File: config.mk
export PLATFORM = sky130hd
export DESIGN_NAME = uart_rx_ctrl_flat
export DESIGN_NICKNAME = d
export VERILOG_FILES = /design/src/rtl/uart_rx_pkg.sv /design/src/rtl/uart_rx_ctrl_if.sv /design/src/rtl/uart_edge_bit_counter.sv /design/src/rtl/uart_rx_ctrl.sv /design/src/flat_wrapper.sv
export SDC_FILE = /design/constraint.sdc
export NUM_CORES = 1
export LEC_CHECK = 0
export CORE_ASPECT_RATIO = 0.75
export CORE_MARGIN = 2
export CORE_UTILIZATION = 45
export DETAILED_ROUTE_END_ITERATION = 10
export GPL_TIMING_DRIVEN = 0
export HOLD_SLACK_MARGIN = 0.03
export PLACE_DENSITY_LB_ADDON = 0.05
export SLEW_MARGIN = 20
export SYNTH_ARGS = -nofsm -noshare
export SYNTH_HDL_FRONTEND = slang
export SYNTH_SLANG_ARGS = --single-unit
File: constraint.sdc
create_clock -name clk -period 2.4 [get_ports clk]
set_clock_uncertainty 0.05 [all_clocks]
set_input_delay 0.36 -clock clk [delete_from_list [all_inputs] [get_ports clk]]
set_output_delay 0.36 -clock clk [all_outputs]
set_load 0.02 [all_outputs]
File: src/rtl/uart_rx_pkg.sv
// UART RX controller shared definitions: FSM state encoding, frame
// constants and the sample-point helper used by the controller.
package uart_rx_pkg;

    typedef enum logic [2:0] {
        ST_IDLE,
        ST_START,
        ST_DATA,
        ST_PARITY,
        ST_STOP
    } rx_state_e;

    localparam int DATA_BITS     = 8;
    localparam int BIT_START     = 0;
    localparam int BIT_LAST_DATA = 8;

    // First oversample edge at which the sampler's registered
    // majority bit is valid.
    function automatic int unsigned sample_point(input int unsigned prescale);
        return prescale / 2 + 2;
    endfunction

endpackage

File: src/rtl/uart_rx_ctrl_if.sv
// Signal bundle between the RX controller and its datapath neighbours.
// master: controller side (line, config and checker results in; counters and strobes out).
// slave : datapath side (the mirror image).
interface uart_rx_ctrl_if #(
    parameter int PRESCALE_W = 6,
    parameter int BIT_W      = 4
);
    logic                  rx_in;
    logic                  par_en;
    logic [PRESCALE_W-1:0] prescale;
    logic                  strt_glitch;
    logic                  par_err;
    logic                  stp_err;
    logic [PRESCALE_W-1:0] edge_cnt;
    logic [BIT_W-1:0]      bit_cnt;
    logic                  dat_samp_en;
    logic                  strt_chk_en;
    logic                  par_chk_en;
    logic                  stp_chk_en;
    logic                  deser_en;
    logic                  data_valid;

    modport master (
        input  rx_in, par_en, prescale, strt_glitch, par_err, stp_err,
        output edge_cnt, bit_cnt, dat_samp_en, strt_chk_en,
        output par_chk_en, stp_chk_en, deser_en, data_valid
    );

    modport slave (
        output rx_in, par_en, prescale, strt_glitch, par_err, stp_err,
        input  edge_cnt, bit_cnt, dat_samp_en, strt_chk_en,
        input  par_chk_en, stp_chk_en, deser_en, data_valid
    );

endinterface

File: src/rtl/uart_edge_bit_counter.sv
// Oversample edge counter and frame bit counter.
// Ports: clk, rst (sync active-low), enable (0 clears both counters),
// prescale (edges per bit), edge_cnt, bit_cnt, bit_done (last edge of bit).
module uart_edge_bit_counter #(
    parameter int PRESCALE_W = 6,
    parameter int BIT_W      = 4
) (
    input  logic                  clk,
    input  logic                  rst,
    input  logic                  enable,
    input  logic [PRESCALE_W-1:0] prescale,
    output logic [PRESCALE_W-1:0] edge_cnt,
    output logic [BIT_W-1:0]      bit_cnt,
    output logic                  bit_done
);

    logic [PRESCALE_W-1:0] edge_cnt_q, edge_cnt_d;
    logic [BIT_W-1:0]      bit_cnt_q, bit_cnt_d;

    // >= rather than == so an out-of-range prescale still wraps.
    assign bit_done = (edge_cnt_q >= (prescale - PRESCALE_W'(1)));

    always_comb begin
        edge_cnt_d = edge_cnt_q;
        bit_cnt_d  = bit_cnt_q;
        if (!enable) begin
            edge_cnt_d = '0;
            bit_cnt_d  = '0;
        end else if (bit_done) begin
            edge_cnt_d = '0;
            bit_cnt_d  = bit_cnt_q + BIT_W'(1);
        end else begin
            edge_cnt_d = edge_cnt_q + PRESCALE_W'(1);
        end
    end

    always_ff @(posedge clk) begin
        if (!rst) begin
            edge_cnt_q <= '0;
            bit_cnt_q  <= '0;
        end else begin
            edge_cnt_q <= edge_cnt_d;
            bit_cnt_q  <= bit_cnt_d;
        end
    end

    assign edge_cnt = edge_cnt_q;
    assign bit_cnt  = bit_cnt_q;

endmodule

File: src/rtl/uart_rx_ctrl.sv
// UART RX controller: start detection, bit timing and per-bit strobes.
// Ports: clk, rst (sync active-low), bus (uart_rx_ctrl_if.master).
module uart_rx_ctrl
    import uart_rx_pkg::*;
#(
    parameter int PRESCALE_W = 6,
    parameter int BIT_W      = 4
) (
    input  logic           clk,
    input  logic           rst,
    uart_rx_ctrl_if.master bus
);

    rx_state_e             state_q, state_d;
    logic [PRESCALE_W-1:0] presc_q, presc_d;
    logic                  par_en_q, par_en_d;
    logic                  par_flag_q, par_flag_d;
    logic                  stp_flag_q, stp_flag_d;

    logic [PRESCALE_W-1:0] edge_cnt;
    logic [BIT_W-1:0]      bit_cnt;
    logic                  bit_done;
    logic                  cnt_en;
    logic [PRESCALE_W-1:0] sp, sp1;
    logic                  at_sp, at_sp1;

    logic strt_chk_en, par_chk_en, stp_chk_en, deser_en, data_valid;

    assign sp     = PRESCALE_W'(sample_point(32'(presc_q)));
    assign sp1    = sp + PRESCALE_W'(1);
    assign at_sp  = (edge_cnt == sp);
    assign at_sp1 = (edge_cnt == sp1);

    // Counters run only while staying inside a frame, so they read 0
    // on the first START cycle and on the first IDLE cycle.
    assign cnt_en = (state_q != ST_IDLE) && (state_d != ST_IDLE);

    uart_edge_bit_counter #(
        .PRESCALE_W (PRESCALE_W),
        .BIT_W      (BIT_W)
    ) u_cnt (
        .clk      (clk),
        .rst      (rst),
        .enable   (cnt_en),
        .prescale (presc_q),
        .edge_cnt (edge_cnt),
        .bit_cnt  (bit_cnt),
        .bit_done (bit_done)
    );

    always_comb begin
        state_d     = state_q;
        presc_d     = presc_q;
        par_en_d    = par_en_q;
        par_flag_d  = par_flag_q;
        stp_flag_d  = stp_flag_q;
        strt_chk_en = 1'b0;
        par_chk_en  = 1'b0;
        stp_chk_en  = 1'b0;
        deser_en    = 1'b0;
        data_valid  = 1'b0;
        unique case (state_q)
            ST_IDLE: begin
                if (!bus.rx_in) begin
                    state_d    = ST_START;
                    presc_d    = bus.prescale;
                    par_en_d   = bus.par_en;
                    par_flag_d = 1'b0;
                    stp_flag_d = 1'b0;
                end
            end
            ST_START: begin
                strt_chk_en = at_sp && (bit_cnt == BIT_W'(BIT_START));
                if (bit_done) begin
                    state_d = bus.strt_glitch ? ST_IDLE : ST_DATA;
                end
            end
            ST_DATA: begin
                deser_en   = at_sp;
                par_chk_en = at_sp;
                if (bit_done && (bit_cnt == BIT_W'(BIT_LAST_DATA))) begin
                    state_d = par_en_q ? ST_PARITY : ST_STOP;
                end
            end
            ST_PARITY: begin
                par_chk_en = at_sp;
                if (at_sp1) begin
                    par_flag_d = bus.par_err;
                end
                if (bit_done) begin
                    state_d = ST_STOP;
                end
            end
            ST_STOP: begin
                stp_chk_en = at_sp;
                if (at_sp1) begin
                    stp_flag_d = bus.stp_err;
                end
                if (bit_done) begin
                    state_d = ST_IDLE;
                    // Uses the next-state flag: at prescale 8 the stop
                    // error lands on the very last edge of the bit.
                    data_valid = !stp_flag_d && (!par_en_q || !par_flag_q);
                end
            end
            default: begin
                state_d = ST_IDLE;
            end
        endcase
    end

    always_ff @(posedge clk) begin
        if (!rst) begin
            state_q    <= ST_IDLE;
            presc_q    <= '0;
            par_en_q   <= 1'b0;
            par_flag_q <= 1'b0;
            stp_flag_q <= 1'b0;
        end else begin
            state_q    <= state_d;
            presc_q    <= presc_d;
            par_en_q   <= par_en_d;
            par_flag_q <= par_flag_d;
            stp_flag_q <= stp_flag_d;
        end
    end

    assign bus.edge_cnt    = edge_cnt;
    assign bus.bit_cnt     = bit_cnt;
    assign bus.dat_samp_en = (state_q != ST_IDLE);
    assign bus.strt_chk_en = strt_chk_en;
    assign bus.par_chk_en  = par_chk_en;
    assign bus.stp_chk_en  = stp_chk_en;
    assign bus.deser_en    = deser_en;
    assign bus.data_valid  = data_valid;

endmodule

File: src/flat_wrapper.sv
// flat-port wrapper written by rule: the top's interface ports become plain ports
module uart_rx_ctrl_flat import uart_rx_pkg::*;
#(
    parameter int PRESCALE_W = 6,
    parameter int BIT_W      = 4
)
  (clk, rst, bus_rx_in, bus_par_en, bus_prescale, bus_strt_glitch, bus_par_err, bus_stp_err, bus_edge_cnt, bus_bit_cnt, bus_dat_samp_en, bus_strt_chk_en, bus_par_chk_en, bus_stp_chk_en, bus_deser_en, bus_data_valid);
  uart_rx_ctrl_if #(.PRESCALE_W(PRESCALE_W), .BIT_W(BIT_W)) bus_i ();
  input  logic clk;
  input  logic rst;
  input wire logic [$bits(bus_i.rx_in)-1:0] bus_rx_in;
  input wire logic [$bits(bus_i.par_en)-1:0] bus_par_en;
  input wire logic [$bits(bus_i.prescale)-1:0] bus_prescale;
  input wire logic [$bits(bus_i.strt_glitch)-1:0] bus_strt_glitch;
  input wire logic [$bits(bus_i.par_err)-1:0] bus_par_err;
  input wire logic [$bits(bus_i.stp_err)-1:0] bus_stp_err;
  output wire logic [$bits(bus_i.edge_cnt)-1:0] bus_edge_cnt;
  output wire logic [$bits(bus_i.bit_cnt)-1:0] bus_bit_cnt;
  output wire logic [$bits(bus_i.dat_samp_en)-1:0] bus_dat_samp_en;
  output wire logic [$bits(bus_i.strt_chk_en)-1:0] bus_strt_chk_en;
  output wire logic [$bits(bus_i.par_chk_en)-1:0] bus_par_chk_en;
  output wire logic [$bits(bus_i.stp_chk_en)-1:0] bus_stp_chk_en;
  output wire logic [$bits(bus_i.deser_en)-1:0] bus_deser_en;
  output wire logic [$bits(bus_i.data_valid)-1:0] bus_data_valid;
  assign bus_i.rx_in = bus_rx_in;
  assign bus_i.par_en = bus_par_en;
  assign bus_i.prescale = bus_prescale;
  assign bus_i.strt_glitch = bus_strt_glitch;
  assign bus_i.par_err = bus_par_err;
  assign bus_i.stp_err = bus_stp_err;
  assign bus_edge_cnt = bus_i.edge_cnt;
  assign bus_bit_cnt = bus_i.bit_cnt;
  assign bus_dat_samp_en = bus_i.dat_samp_en;
  assign bus_strt_chk_en = bus_i.strt_chk_en;
  assign bus_par_chk_en = bus_i.par_chk_en;
  assign bus_stp_chk_en = bus_i.stp_chk_en;
  assign bus_deser_en = bus_i.deser_en;
  assign bus_data_valid = bus_i.data_valid;
  uart_rx_ctrl #(.PRESCALE_W(PRESCALE_W), .BIT_W(BIT_W)) u_core (.clk(clk), .rst(rst), .bus(bus_i));
endmodule
==> metrics.md <==
| Metric | Value |
|---|---|
| Final worst slack | `-0.3903 ns` |
| Seq cells post-synth | `22` |
| Mapped Avg Cell Area | `8.295 um2` |
| Post-synth top area cell | `dfxtp_1` |
| Initial Util | `46.22%` |
| CTS tree | `yes` |
| Rows | `19` |
| Synth cell types | `42` |
| R2R setup slack | `-0.11 ns` |
| Hold WC Path Type | `register to register` |
| Vias per cell | `5.517` |
| Clk Latency, worst-skew pair | `0.27 ns` |
| Die height | `56.59 um` |
| DR pass1 iterations | `4` |
| Cell count along the critical path | `9` |
| CP Launch Type | `register` |
| Setup CP Type | `register to output pin` |
| CP top delay family | `compound AO/OA/AOI/OAI gates` |
| Endpoint type of the worst setup path | `output pin` |
| Slew Viols, Final | `0` |
| Residual DRC count | `0` |
| Period minus WS final | `2.790 ns` |
| Placer congestion estimate | `0.8966` |
| Synthesis-to-finish area growth | `48.34%` |
| Post-synth top area share | `26.55%` |
| Sequential standard cell area | `449.2 um2` |
| Synthesized cell area | `1659 um2` |
| Total CTS buffers | `3` |
| Crit path DAT | `2.38 ns` |
| Worst-path cell chain | `buf_6 > inv_6 > ha_4 > xor2_2 > o311a_4 > nand2_8 > o41a_1 > a211oi_4 > buf_6` |
| Final WL | `4660 um` |
| I/O Buffers | `28` |
| First-pass GRT wire length | `7652 um` |
| Post-synthesis instance total | `200` |
| RR Startpoint | `u_core.presc_q[1]` |
| I/O pin cnt | `29` |
| Worst setup path end | `bus_data_valid` |
| Crit Reg-Reg Endpoint | `u_core.state_q[2]` |
| Reg clk slew, reported paths | `0.09 ns` |
| Worst R2R Path Depth | `13` |
| Worst vdd ir | `0.2726 mV` |
| Top post-synthesis cells by area | `dfxtp_1 (27%), ha_1 (12%), xnor2_1 (4.8%), nand2_1 (4.3%), xor2_1 (4.2%)` |
| Final critical-path share of the clock period | `116.3%` |
| Vias | `1,644` |
| CTS root buf | `clkbuf_8` |
| Failing checks | `setup timing` |
| Worst EP required | `1.99 ns` |
| Most common cell on crit path | `buf_6` |
| Worst Hold Slack | `0.4552 ns` |
| Die W | `74.11 um` |
| Worst path bufs/invs | `3` |
| Dpl cell area | `2052 um2` |
| Actual slew at the worst max-slew pin | `0.7279 ns` |
| Filler cells | `286` |
| Peak Freq | `358.4 MHz` |
| Max clock buf depth | `2` |
| DRT antenna net count | `0` |
| Dpl hpwl | `3373 um` |
| CTS sink count | `22` |
| Sequential share of the synthesized area | `26.55%` |
| Worst-path fanout max | `3` |
| Vias in the first global route | `1,528` |
| Max transition margin | `51.03%` |
| RSZ-0062 raised after global routing | `yes` |
| CP max stage delay | `0.46 ns` |
| Setup WS pre-CTS | `-0.9257 ns` |
| Pwr/cell area | `401.5 nW/um2` |
| Yosys warns | `0` |
| Drt wl/cell | `15.64 um` |
| Gr ovfl total | `0` |
| Critical Path Start | `u_core.presc_q[1]` |
| H-tree depth | `1` |
| Initial antenna violation count | `0` |
| Max cap viols | `0` |
| Die area | `4194 um2` |
| N_diodes | `0` |
| Slowest-stage cell, CP | `o41a_1` |
| Finish-stage setup viols | `7` |
| Status | `complete, but fails checks` |
| Leak | `0.0009173 uW` |
| Post-route cell area | `2461 um2` |
| Power Total | `988.1 uW` |
| Initial drt markers | `102` |
| Syn_nets | `229` |
| Share of cells above drive strength 1 | `29.27%` |
| Pin count of the biggest net entering global routing | `14` |
| Area of the core | `3590 um2` |
| Final Hold Violating Endpoints | `0` |
| Multi-input gate area | `1398 um2` |
| Global-route usage over all layers | `24.00%` |
| Fin nets | `276` |
## layout make-up
class / instances / share of cell area [%]
inverters: 9 / 1.881
repair buffers: 44 / 16.42
flip-flops and latches: 22 / 18.25
clock buffers: 4 / 2.694
multi-input cells: 161 / 56.79
plain buffers: 6 / 1.322
well taps: 52 / 2.644
## what timing repair did
item,4_1_cts,5_1_grt
hold buffers,0,0
pin swaps,15,15
cloned,0,0
setup buffers,10,6
resized for setup,52,28
setup endpoints to repair,21,18
## sequential cells by signal (all words and copies together), names as in the netlist
register	count
u_core.par_en_q	1
u_core.par_flag_q	1
u_core.presc_q	6
u_core.state_q	3
u_core.stp_flag_q	1
u_core.u_cnt.bit_cnt	4
u_core.u_cnt.edge_cnt	6
## worst min-delay path by stage
stage	slack (ns)	endpoint	cells past startpoint	from
finish	0.46	u_core.par_flag_q	2	u_core.par_flag_q
CTS	0.46	u_core.par_flag_q	2	u_core.par_flag_q
floorplan	0.42	u_core.par_flag_q	2	u_core.par_flag_q
detailed placement	0.45	u_core.par_flag_q	2	u_core.par_flag_q
global placement	0.43	u_core.stp_flag_q	2	u_core.stp_flag_q
global route	0.47	u_core.stp_flag_q	2	u_core.stp_flag_q
## routing by layer
metal / global-route usage (%) / vias to the layer above / wire length [um]
li1: - / 810 / -
met1: 36.08 / 783 / 2253
met2: 35.59 / 46 / 2113
met3: 4.847 / 5 / 272
met4: 4.416 / 0 / 21
met5: 0 / - / 0
## tightest hold or removal path: stages (launching register included)
cell and delay (ns):
dfxtp_1 0.32, o211ai_1 0.07, mux2i_1 0.07
## stage by stage
| stage | util (%) | std cells | setup TNS [ns] |
|---|---|---|---|
| 3_5_place_dp | 57.16 | 280 | -8.460 |
| 4_1_cts | 64.27 | 292 | -1.146 |
| 5_1_grt | 68.56 | 298 | -2.652 |
| 2_1_floorplan | - | 200 | -0.1169 |
| 6_report | 68.56 | 298 | -0.8541 |
| 3_3_place_gp | 57.16 | 280 | -6.002 |
## power breakdown
group | switching [uW] | internal (uW)
combinational | 144 | 131
clock | 141 | 182
sequential | 16.4 | 374
total | 301 | 687
## cells by family (layout without fill, tap and decap cells)
kind of cell               count (synthesis)  in the layout  synth area share (%)
AOI/OAI and AO/OA                         42             42                 17.27
xor gates and xnor gates                  19             19                 11.39
adders and majority gates                 16             16                 12.07
buffers and inverters                     17             63                 3.997
DFF                                       22             22                 26.55
muxes                                      4              4                 2.413
and+or+nand+nor                           80             80                 26.32
## Yosys cell counts (all sizes together)
master    n
buf       2
o311a     2
xor3      1
o21a      4
xnor2    10
nand4b    2
nand2b    2
mux2i     4
dfxtp    22
nor4bb    1
nor3b     2
a21boi    7
a221o     1
nor3      2
nand4     6
nand3    14
a211oi    1
nand2    20
clkbuf    6
a21oi     8
a22oi     1
nand4bb   1
or3       1
or2       1
ha       16
xor2      8
o211ai    3
o41a      1
nor2b     4
and4b     1
nor4      4
a31oi     4
nor2     15
and3b     1
and3      3
o21ai    10
inv       9
## layout by cell type (no fill, tap or decap), types with 4 or more instances in the layout
master	n
ha_1	11
nor2_1	11
nand2_1	16
xor2_1	5
mux2i_1	4
dfxtp_1	19
a31oi_1	4
nand3_2	5
clkdlybuf4s50_1	22
xnor2_1	7
o21ai_0	7
buf_4	13
a21oi_1	5
nand3_1	9
nand4_1	6
nor2b_1	4
a21boi_0	6
inv_1	6
buf_6	7
(Power assumes the default switching activity.)
